==> src/rtl/input_event_scheduler_pkg.sv <==
// Shared types and helpers for the input event scheduler and its arbiter.
package input_event_scheduler_pkg;

    typedef enum logic {StIdle, StOffer} sched_state_e;

    localparam int unsigned SYNC_STAGES = 2;

    function automatic int unsigned idx_width(input int unsigned n);
        return (n > 1) ? $clog2(n) : 1;
    endfunction

endpackage

==> src/rtl/input_event_scheduler_rr_arbiter.sv <==
// Combinational round-robin arbiter: grants the first request after last_grant, wrapping.
module input_event_scheduler_rr_arbiter #(
    parameter int unsigned N    = 4,
    parameter int unsigned IdxW = 2
) (
    input  logic [N-1:0]    req_i,
    input  logic [IdxW-1:0] last_grant_i,
    output logic [N-1:0]    gnt_onehot_o,
    output logic [IdxW-1:0] gnt_idx_o,
    output logic            gnt_valid_o
);

    logic [IdxW-1:0] cand;

    always_comb begin
        cand         = '0;
        gnt_idx_o    = '0;
        gnt_valid_o  = 1'b0;
        gnt_onehot_o = '0;
        for (int unsigned k = 1; k <= N; k++) begin
            cand = IdxW'((32'(last_grant_i) + k) % N);
            if (!gnt_valid_o && req_i[cand]) begin
                gnt_valid_o = 1'b1;
                gnt_idx_o   = cand;
            end
        end
        if (gnt_valid_o) begin
            gnt_onehot_o[gnt_idx_o] = 1'b1;
        end
    end

endmodule

==> src/rtl/input_event_scheduler.sv <==
// Samples synchronised inputs on a prescaled tick, queues one event per channel and
// serialises pending events onto a valid/ready channel in round-robin order.
module input_event_scheduler
    import input_event_scheduler_pkg::*;
#(
    parameter int unsigned  N_INPUTS   = 4,
    parameter int unsigned  SAMPLE_DIV = 50000,
    localparam int unsigned IdxW       = idx_width(N_INPUTS)
) (
    input  logic                clk,
    input  logic                rst_n,
    input  logic [N_INPUTS-1:0] in_data,
    input  logic                evt_ready,
    input  logic                ovf_clr,
    output logic                evt_valid,
    output logic [IdxW-1:0]     evt_id,
    output logic                evt_rising,
    output logic                sample_tick,
    output logic [N_INPUTS-1:0] level,
    output logic [N_INPUTS-1:0] ovf
);

    localparam int unsigned    CntW     = $clog2(SAMPLE_DIV);
    localparam logic [CntW-1:0] CntMax  = CntW'(SAMPLE_DIV - 1);
    localparam logic [IdxW-1:0] LastRst = IdxW'(N_INPUTS - 1);

    logic [SYNC_STAGES-1:0][N_INPUTS-1:0] sync_q, sync_d;
    logic [CntW-1:0]     cnt_q, cnt_d;
    logic [N_INPUTS-1:0] level_q, level_d, pending_q, pending_d;
    logic [N_INPUTS-1:0] dir_q, dir_d, ovf_q, ovf_d;
    sched_state_e        state_q, state_d;
    logic [IdxW-1:0]     evt_id_q, evt_id_d, last_grant_q, last_grant_d;
    logic                evt_rising_q, evt_rising_d;

    logic [N_INPUTS-1:0] sync2, change, grant_clr, gnt_onehot;
    logic [IdxW-1:0]     gnt_idx;
    logic                gnt_valid;

    input_event_scheduler_rr_arbiter #(
        .N    (N_INPUTS),
        .IdxW (IdxW)
    ) u_arbiter (
        .req_i        (pending_q),
        .last_grant_i (last_grant_q),
        .gnt_onehot_o (gnt_onehot),
        .gnt_idx_o    (gnt_idx),
        .gnt_valid_o  (gnt_valid)
    );

    assign sync2       = sync_q[SYNC_STAGES-1];
    assign sample_tick = (cnt_q == CntMax);

    always_comb begin
        sync_d       = {sync_q[SYNC_STAGES-2:0], in_data};
        cnt_d        = sample_tick ? '0 : cnt_q + 1'b1;
        change       = sample_tick ? (sync2 ^ level_q) : '0;
        level_d      = sample_tick ? sync2 : level_q;
        state_d      = state_q;
        evt_id_d     = evt_id_q;
        evt_rising_d = evt_rising_q;
        last_grant_d = last_grant_q;
        grant_clr    = '0;
        case (state_q)
            StIdle: begin
                if (gnt_valid) begin
                    state_d      = StOffer;
                    evt_id_d     = gnt_idx;
                    evt_rising_d = dir_q[gnt_idx];
                    last_grant_d = gnt_idx;
                    grant_clr    = gnt_onehot;
                end
            end
            StOffer: begin
                if (evt_ready) begin
                    state_d = StIdle;
                end
            end
            default: state_d = StIdle;
        endcase
        // A change landing on its own grant edge is a fresh event, so it re-arms without ovf.
        pending_d = (pending_q & ~grant_clr) | change;
        dir_d     = (dir_q & ~change) | (sync2 & change);
        ovf_d     = (ovf_clr ? '0 : ovf_q) | (change & pending_q & ~grant_clr);
    end

    always_ff @(posedge clk or negedge rst_n) begin
        if (!rst_n) begin
            sync_q       <= '0;
            cnt_q        <= '0;
            level_q      <= '0;
            pending_q    <= '0;
            dir_q        <= '0;
            ovf_q        <= '0;
            state_q      <= StIdle;
            evt_id_q     <= '0;
            evt_rising_q <= 1'b0;
            last_grant_q <= LastRst;
        end else begin
            sync_q       <= sync_d;
            cnt_q        <= cnt_d;
            level_q      <= level_d;
            pending_q    <= pending_d;
            dir_q        <= dir_d;
            ovf_q        <= ovf_d;
            state_q      <= state_d;
            evt_id_q     <= evt_id_d;
            evt_rising_q <= evt_rising_d;
            last_grant_q <= last_grant_d;
        end
    end

    assign evt_valid  = (state_q == StOffer);
    assign evt_id     = evt_id_q;
    assign evt_rising = evt_rising_q;
    assign level      = level_q;
    assign ovf        = ovf_q;

endmodule

==> config.mk <==
export PLATFORM = sky130hd
export DESIGN_NAME = input_event_scheduler
export DESIGN_NICKNAME = d
export VERILOG_FILES = /design/src/rtl/input_event_scheduler_pkg.sv /design/src/rtl/input_event_scheduler_rr_arbiter.sv /design/src/rtl/input_event_scheduler.sv
export SDC_FILE = /design/constraint.sdc
export NUM_CORES = 1
export LEC_CHECK = 0
export ABC_AREA = 0
export ABC_CLOCK_PERIOD_IN_PS = 3500
export BUFFER_PORTS_ARGS = -buffer_cell sky130_fd_sc_hd__clkbuf_2
export CAP_MARGIN = 0
export CORE_MARGIN = 2
export CORE_UTILIZATION = 55
export CTS_CLUSTER_SIZE = 16
export DETAILED_ROUTE_END_ITERATION = 12
export PLACE_DENSITY = 0.85
export REMOVE_ABC_BUFFERS = 1
export SYNTH_ARGS = -nofsm -noshare
export SYNTH_HDL_FRONTEND = slang
export SYNTH_HIERARCHICAL = 1
export SYNTH_SLANG_ARGS = --single-unit
==> constraint.sdc <==
create_clock -name clk -period 3.5 [get_ports clk]
set_input_delay 0.7 -clock clk [delete_from_list [all_inputs] [get_ports clk]]
set_output_delay 0.7 -clock clk [all_outputs]
set_load 0.1 [all_outputs]
[After elaboration in Yosys (flattened, before gate mapping)]
Index checks and enable logic that the tools add are counted.
Storage, ports and cells
  register bits after elaboration: 46
  output and inout bits: 13
  word-level logic and storage cells: 71
  input port bits: 8
Operators by class
  muxes and demuxes: 28
  bitwise gates (word level): 12
  magnitude comparators: 6
  add/subtract/negate cells: 5
  equal/unequal tests: 1
  reduce and logical (&&, ||, !) cells: 8
Operator list (number)
  $and A4 B4 Y4: 5
  $add A16 B1 Y16 const B: 1
  $eq A16 B16 Y1 const B: 1
  $mux W16: 1
  $mux W4: 4
  $lt A2 B3 Y1 const B: 5
  $mux W1: 12
  $or A4 B4 Y4: 3
  $bmux W1 S2: 5
  $mux W2: 4
  $not A4 Y4: 2
  $add A2 B1 Y2 const B: 2
  $add A2 B2 Y2 const B: 2
  $logic_and A1 B1 Y1: 4
  $xor A4 B4 Y4: 1
  $logic_not A1 Y1: 3
  $demux W1 S2: 1
  $ge A2 B1 Y1 const B: 1
  $pmux W1 S2: 1
  $reduce_and A2 Y1: 1
  $not A1 Y1: 1

[Depth between registers and ports, before layout]
Gate-level depths: netlist of run 1.
  depth in word-level cells: 22
  mapped depth: 7
  mapped depth without buffers: 6

[Cells and area by module]
Netlist of run 1, hierarchy kept.
Modules (own cells, without submodules)
  input_event_scheduler: area each 1864.3 um^2, sequential area each 1153.6 um^2, cells each 173, times used 1
  input_event_scheduler_rr_arbiter: area each 222.7 um^2, sequential area each 0.0 um^2, cells each 34, times used 1

[Least setup slack after synthesis of run 1]
Ideal clock, no wire load.
  path type: reg-to-output
  from: register cnt_q[7]
  to: output sample_tick
  slack: 0.994 ns
  stages on the path, launching flop included: 5
  data required time: 2.800 ns
  data arrival time: 1.806 ns
  buffers on the path: 1
  path through: dfrtp_1 > or4_1 > or4_4 > inv_2 > buf_4
Between the ends
  word-level cells in the longest chain between the ends: 1
Ends and longest elaborated chain
  start: declaration: line input_event_scheduler.sv:28  | logic [CntW-1:0] cnt_q, cnt_d;
  start signal: assignment: line input_event_scheduler.sv:100  | cnt_q <= cnt_d;
  $eq A16 B16 Y1: line input_event_scheduler.sv:51  | assign sample_tick = (cnt_q == CntMax);
  end: declaration: line input_event_scheduler.sv:18  | output logic sample_tick,
No other way between the ends.

[Worst setup path in the final report of run 1]
Ends and elaborated chain as after synthesis.

==> flow_metrics.tcl, run 1 <==
set metrics [dict create \
    h-tree-depth 2 \
    pin_count 21 \
    holdBufCountCts 0 \
    maxSlewHeadroom_pct 63.7 \
    drive_above_1_share_pct 15.7 \
    cts.sink_count 46 \
    synth-edff-count 0 \
    synth_cell_type_count 42 \
    max_clock_freq_ghz 0.322 \
    drt_wl_total_um 3700 \
    post_cts_resized 0 \
    synth_top_area_cell "dfrtp_1" \
    power.density_mw_per_mm2 393 \
    hold_class "in -> async" \
    p_total_mw 0.896 \
    fillers 309 \
    cts_tree "done" \
    ys_warn_count 6 \
    critPathArrivalTime_ns 2.40 \
    viasPerCell 5.34 \
    setup_tns_ns 0 \
    cp-end-kind "output pin" \
    synth_top_area_share_pct 52.8 \
    startpoint "cnt_q[7]" \
    drv_slew 0 \
    numPortBuffers 20 \
    met2_length_um 1750 \
    grt_pass1_wl_um 6370 \
    die_width_um 65.6 \
    post-route-period-util_pct 88.7 \
    crit_required_ns 2.80 \
    start_kind "register" \
    synth_area_leaders "dfrtp_1, nand2_1, xor2_1, a21oi_1, dfstp_2" \
    vdd_drop_max_uv 339 \
    antenna_left 0 \
    maxCapViolations 0 \
    cts_buffer_depth 2 \
    synth_common_cells "nand2_1, dfrtp_1, nor2_1" \
    coreArea_sq_mm 0.00366 \
    path_clk_slew_ns 0.10 \
    netlist_area_sq_mm 0.00209 \
    grt_max_degree 26 \
    cts_buffers 5 \
    wl_per_cell_um 13.4 \
    firstDrtPassIters 4 \
    finalHoldViolations 0 \
    wl_met1_um 1810 \
    grt.total_usage_pct 19.5 \
    vias 1480 \
    die_y_um 65.6 \
    leakagePower_nw 1.11 \
    grt_pass1_vias 1390 \
    cts_setup_buffers 0 \
    top_layer "met4" \
    root_buffer "clkbuf_8" \
    hpwl_um 2580 \
    yosysSeqAreaShare_pct 55.3 \
    grt_setup_unrepaired "false" \
    wl_met3_um 114 \
    rr_startpoint "cnt_q[7]" \
    synth-main-ff-cell "dfrtp_1" \
    worstMarginPinSlew_ns 0.547 \
    worst-path-max-fanout 11 \
    antenna_found_initial 0 \
    nets 237 \
    grt_overflow 0 \
    async_reset_ff_share_pct 100 \
    ys_ff_latch 46 \
    drt_iter0_markers 93 \
    syn_inst 207 \
    area_growth_syn_to_layout_pct 9.41 \
    initial_core_util_pct 57.0 \
    setup_viol 0 \
    crit_type "reg -> out" \
    die_area_sq_mm 0.00430 \
    status "finished clean" \
    gp_congestion 0.795 \
    period_needed_ns 3.10 \
    clk_latency_ns 0.30 \
    row_count 22 \
    avgSynthCellArea_sq_um 10.1 \
    synth_most_common_cell "nand2_1" \
    diodes 0 \
    drc 0 \
    skew_ns 0.0127 \
]
## worst paths after layout
path	to	slack, ns	cells past startpoint
setup / recovery	sample_tick	0.40	4
hold / removal	sync2[2]	0.35	1
max in group asynchronous	last_grant_q[0]	2.39	2
setup reg to reg	ovf[3]	1.31	6
hold reg to reg	sync2[2]	0.36	0
min in group clk	sync2[2]	0.36	0
## layer usage
metal	up-vias	GRT usage, %
met4	0	4.69
met2	29	30.2
met5	-	0
met3	4	4.62
met1	700	27.9
li1	747	-
## power by group
| part | switching [mW] | internal [mW] | leakage [nW] |
|---|---|---|---|
| logic | 0.0117 | 0.00446 | 0.459 |
| clock network | 0.193 | 0.148 | 0.0495 |
| registers | 0.00305 | 0.536 | 0.603 |
| total | 0.208 | 0.689 | 1.11 |
## metrics by stage
stage          setup WS (ns)  hold slack (ns)  cell area [sq um]  instances  util [%]
3_3_place_gp           0.749            0.334               2190        269      59.8
2_1_floorplan          0.832            0.331               2010        199         -
3_5_place_dp           0.725            0.335               2190        269      59.8
4_1_cts                0.390            0.357               2280        277      62.4
6_report               0.397            0.348               2280        277      62.4
5_1_grt                0.337            0.372               2280        277      62.4
## cell type report
| class | count | area (sq um) | share of cell area, % |
|---|---|---|---|
| sequential | 46 | 1150 | 50.5 |
| timing repair buffer | 22 | 115 | 5.04 |
| inverter | 10 | 37.5 | 1.64 |
| multi-input combinational | 143 | 822 | 36.0 |
| tap | 48 | 60.1 | 2.63 |
| clock buffer | 5 | 68.8 | 3.01 |
| clock inverter | 3 | 26.3 | 1.15 |
## logic make-up (layout without fill, tap and decap cells)
family                   count (synthesis)  after routing  share of synthesized area (%)
flip-flops                              46             46                           55.3
AND/OR/NAND/NOR                         87             87                           19.4
XOR/XNOR                                16             16                           6.71
multiplexers                             2              2                           1.56
adder cells (fa/ha/maj)                  1              1                          0.599
AO/OA/AOI/OAI                           37             37                           11.2
buffers and inverters                   18             40                           5.33
## registers in the layout, indices dropped and copies added, names as in the netlist, named ones only
register	count
pending_q	4
evt_rising	1
evt_valid	1
sync2	4
sync_d	4
ovf	4
cnt_q	16
level	4
last_grant_q	2
evt_id	2
## critical path, stage by stage, from the launching register on
cell	delay [ns]
dfrtp_1	0.45
or4_1	0.54
or4_4	0.58
inv_2	0.09
clkbuf_2	0.45
## cells in the final DEF, fill, tap and decap left out, drive strengths merged, types with 2 or more instances in the layout
cell / instances
a211oi: 2
a21oi: 11
and2: 2
and2b: 2
and4: 2
buf: 2
clkbuf: 25
dfrtp: 44
dfstp: 2
inv: 13
nand2: 47
nand3: 7
nand4: 4
nor2: 14
nor2b: 3
o21ai: 9
o21bai: 2
o22ai: 5
or4: 2
xnor2: 4
xor2: 12
(Power assumes the default switching activity.)
==> run 2: changes to the inputs <==
--- a/config.mk
+++ b/config.mk
@@ -6,7 +6,7 @@
 export NUM_CORES = 1
 export LEC_CHECK = 0
 export ABC_AREA = 0
-export ABC_CLOCK_PERIOD_IN_PS = 3500
+export ABC_CLOCK_PERIOD_IN_PS = 3000
 export BUFFER_PORTS_ARGS = -buffer_cell sky130_fd_sc_hd__clkbuf_2
 export CAP_MARGIN = 0
 export CORE_MARGIN = 2
==> constraint.sdc (replaced) <==
create_clock -name clk -period 3 [get_ports clk]
set_input_delay 0.6 -clock clk [delete_from_list [all_inputs] [get_ports clk]]
set_output_delay 0.6 -clock clk [all_outputs]
set_load 0.1 [all_outputs]
==> run 2 against run 1 <==
Worst hold slack improved by 0.013 ns; non-clock buffer count unchanged; sequential share of layout area decreased by 1.2 points; die area unchanged; via count increased by 1.8%; clock skew decreased by 0.0072 ns; combinational power increased by 19%; wire length increased by 6.9%; core utilization increased by 1.6 points; critical path type unchanged; largest power group unchanged.
==> flow_metrics.tcl, run 2 (synthesis gave the netlist of run 1 again) <==
set metrics [dict create \
    status "finished clean" \
    nets 237 \
    die_y_um 65.6 \
    drt_iter0_markers 104 \
    worstMarginPinSlew_ns 0.557 \
    die_width_um 65.6 \
    final_util_pct 63.9 \
    cp-end-kind "output pin" \
    p_sw_share_pct 19.1 \
    diodes 0 \
    power.internal_mw 0.964 \
    cts_tree "done" \
    skew_ns 0.00551 \
    antenna_found_initial 0 \
    root_buffer "clkbuf_8" \
    clkPwrFrac_pct 45.6 \
    grt_pass1_wl_um 6690 \
    area_growth_syn_to_layout_pct 12.2 \
    r2r_slack_ns 0.79 \
    drt_wl_total_um 3960 \
    h-tree-depth 2 \
    setup_tns_ns 0 \
    maxCapViolations 0 \
    hold_slack_ns 0.361 \
    cts_setup_buffers 0 \
    setup_viol 0 \
    pin_count 21 \
    finalHoldViolations 0 \
    hpwl_um 2680 \
    final_common_cell "nand2_1" \
    worst-path-max-fanout 11 \
    drive_above_1_share_pct 15.7 \
    combinationalPowerShare_pct 1.6 \
    largest_reg_flops 16 \
    holdBufCountCts 0 \
    clk_latency_ns 0.30 \
    vdd_drop_max_uv 399 \
    power.density_mw_per_mm2 509 \
    grt_overflow 0 \
    grt_max_degree 47 \
    seqPwrFrac_pct 52.8 \
    vias 1506 \
    coreArea_sq_mm 0.00366 \
    max_clock_freq_ghz 0.366 \
    place_area_sq_mm 0.00220 \
    grt_pass1_vias 1424 \
    cts_buffers 5 \
    grt.total_usage_pct 21.2 \
    cts.sink_count 46 \
    design_area_sq_mm 0.00234 \
    critPathArrivalTime_ns 2.13 \
    numPortBuffers 20 \
    initial_core_util_pct 57.0 \
    top_register "cnt_q" \
    layout_common_cells "nand2_1, dfrtp_1, clkbuf_2, nor2_1, xor2_1" \
    firstDrtPassIters 4 \
    cts_buffer_depth 2 \
    drc 0 \
    grt_setup_unrepaired "false" \
    p_total_mw 1.19 \
    crit_type "reg -> out" \
    hold_class "reg -> reg" \
    leakagePower_nw 1.13 \
    row_count 22 \
    power_switching_mw 0.227 \
    drv_slew 0 \
    die_area_sq_mm 0.00430 \
    gp_congestion 0.783 \
    maxSlewHeadroom_pct 62.9 \
    wl_per_cell_um 14.3 \
    start_kind "register" \
    viasPerCell 5.44 \
    post-route-period-util_pct 91.0 \
    post_cts_resized 0 \
    antenna_left 0 \
    crit_required_ns 2.40 \
    path_clk_slew_ns 0.09 \
    period_needed_ns 2.73 \
]
==> run 2: cell types whose count changed in the layout (fill, tap and decap cells not counted) <==
cell,change
inv_6,-3
bufinv_16,+2
buf_12,+1
clkbuf_2,-1
clkinv_4,+1
==> run 2: through the flow <==
stage,cells,setup WS [ns]
after floorplan,199,0.432
after global placement,269,0.598
after global routing,277,0.200
final,277,0.269
after CTS,277,0.256
after detailed placement,269,0.587
==> run 2: critical path, stage by stage, from the launching register on <==
cell and delay, ns:
dfrtp_1 0.44, or4_1 0.54, or4_4 0.57, inv_2 0.11, buf_12 0.17
==> run 2: metal layers <==
metal | GRT usage, % | routed length, um | vias to the layer above
li1 | - | - | 745
met1 | 28.7 | 1810 | 730
met2 | 33.8 | 1980 | 25
met3 | 4.62 | 103 | 6
met4 | 7.81 | 62 | 0
met5 | 0 | 0 | -
==> run 2: power groups by stage <==
stage | Combinational (mW) | Sequential [mW] | Clock, mW
finish | 0.0192 | 0.629 | 0.543
global route | 0.0228 | 0.630 | 0.579
CTS | 0.0201 | 0.629 | 0.553
detailed placement | 0.0201 | 0.641 | 0
global placement | 0.0198 | 0.641 | 0
floorplan | 0.00187 | 0.640 | 0
==> run 2: layout make-up <==
class                      instances  area [sq um]
timing repair buffer              22           130
clock inverter                     3          68.8
sequential                        46          1150
inverter                          10          37.5
clock buffer                       5          68.8
tap                               48          60.1
multi-input combinational        143           822
fill                             298          1320
==> run 2: worst paths after layout <==
check                           from  cells after the start                    endpoint
setup / recovery            cnt_q[7]                      4                 sample_tick
hold reg to reg            sync_d[7]                      0                    sync2[3]
setup reg to reg            cnt_q[7]                      6                      ovf[2]
hold / removal             sync_d[7]                      0                    sync2[3]
max in group asynchronous      rst_n                      2             last_grant_q[1]
min in group asynchronous      rst_n                      2  asynchronous set/reset pin
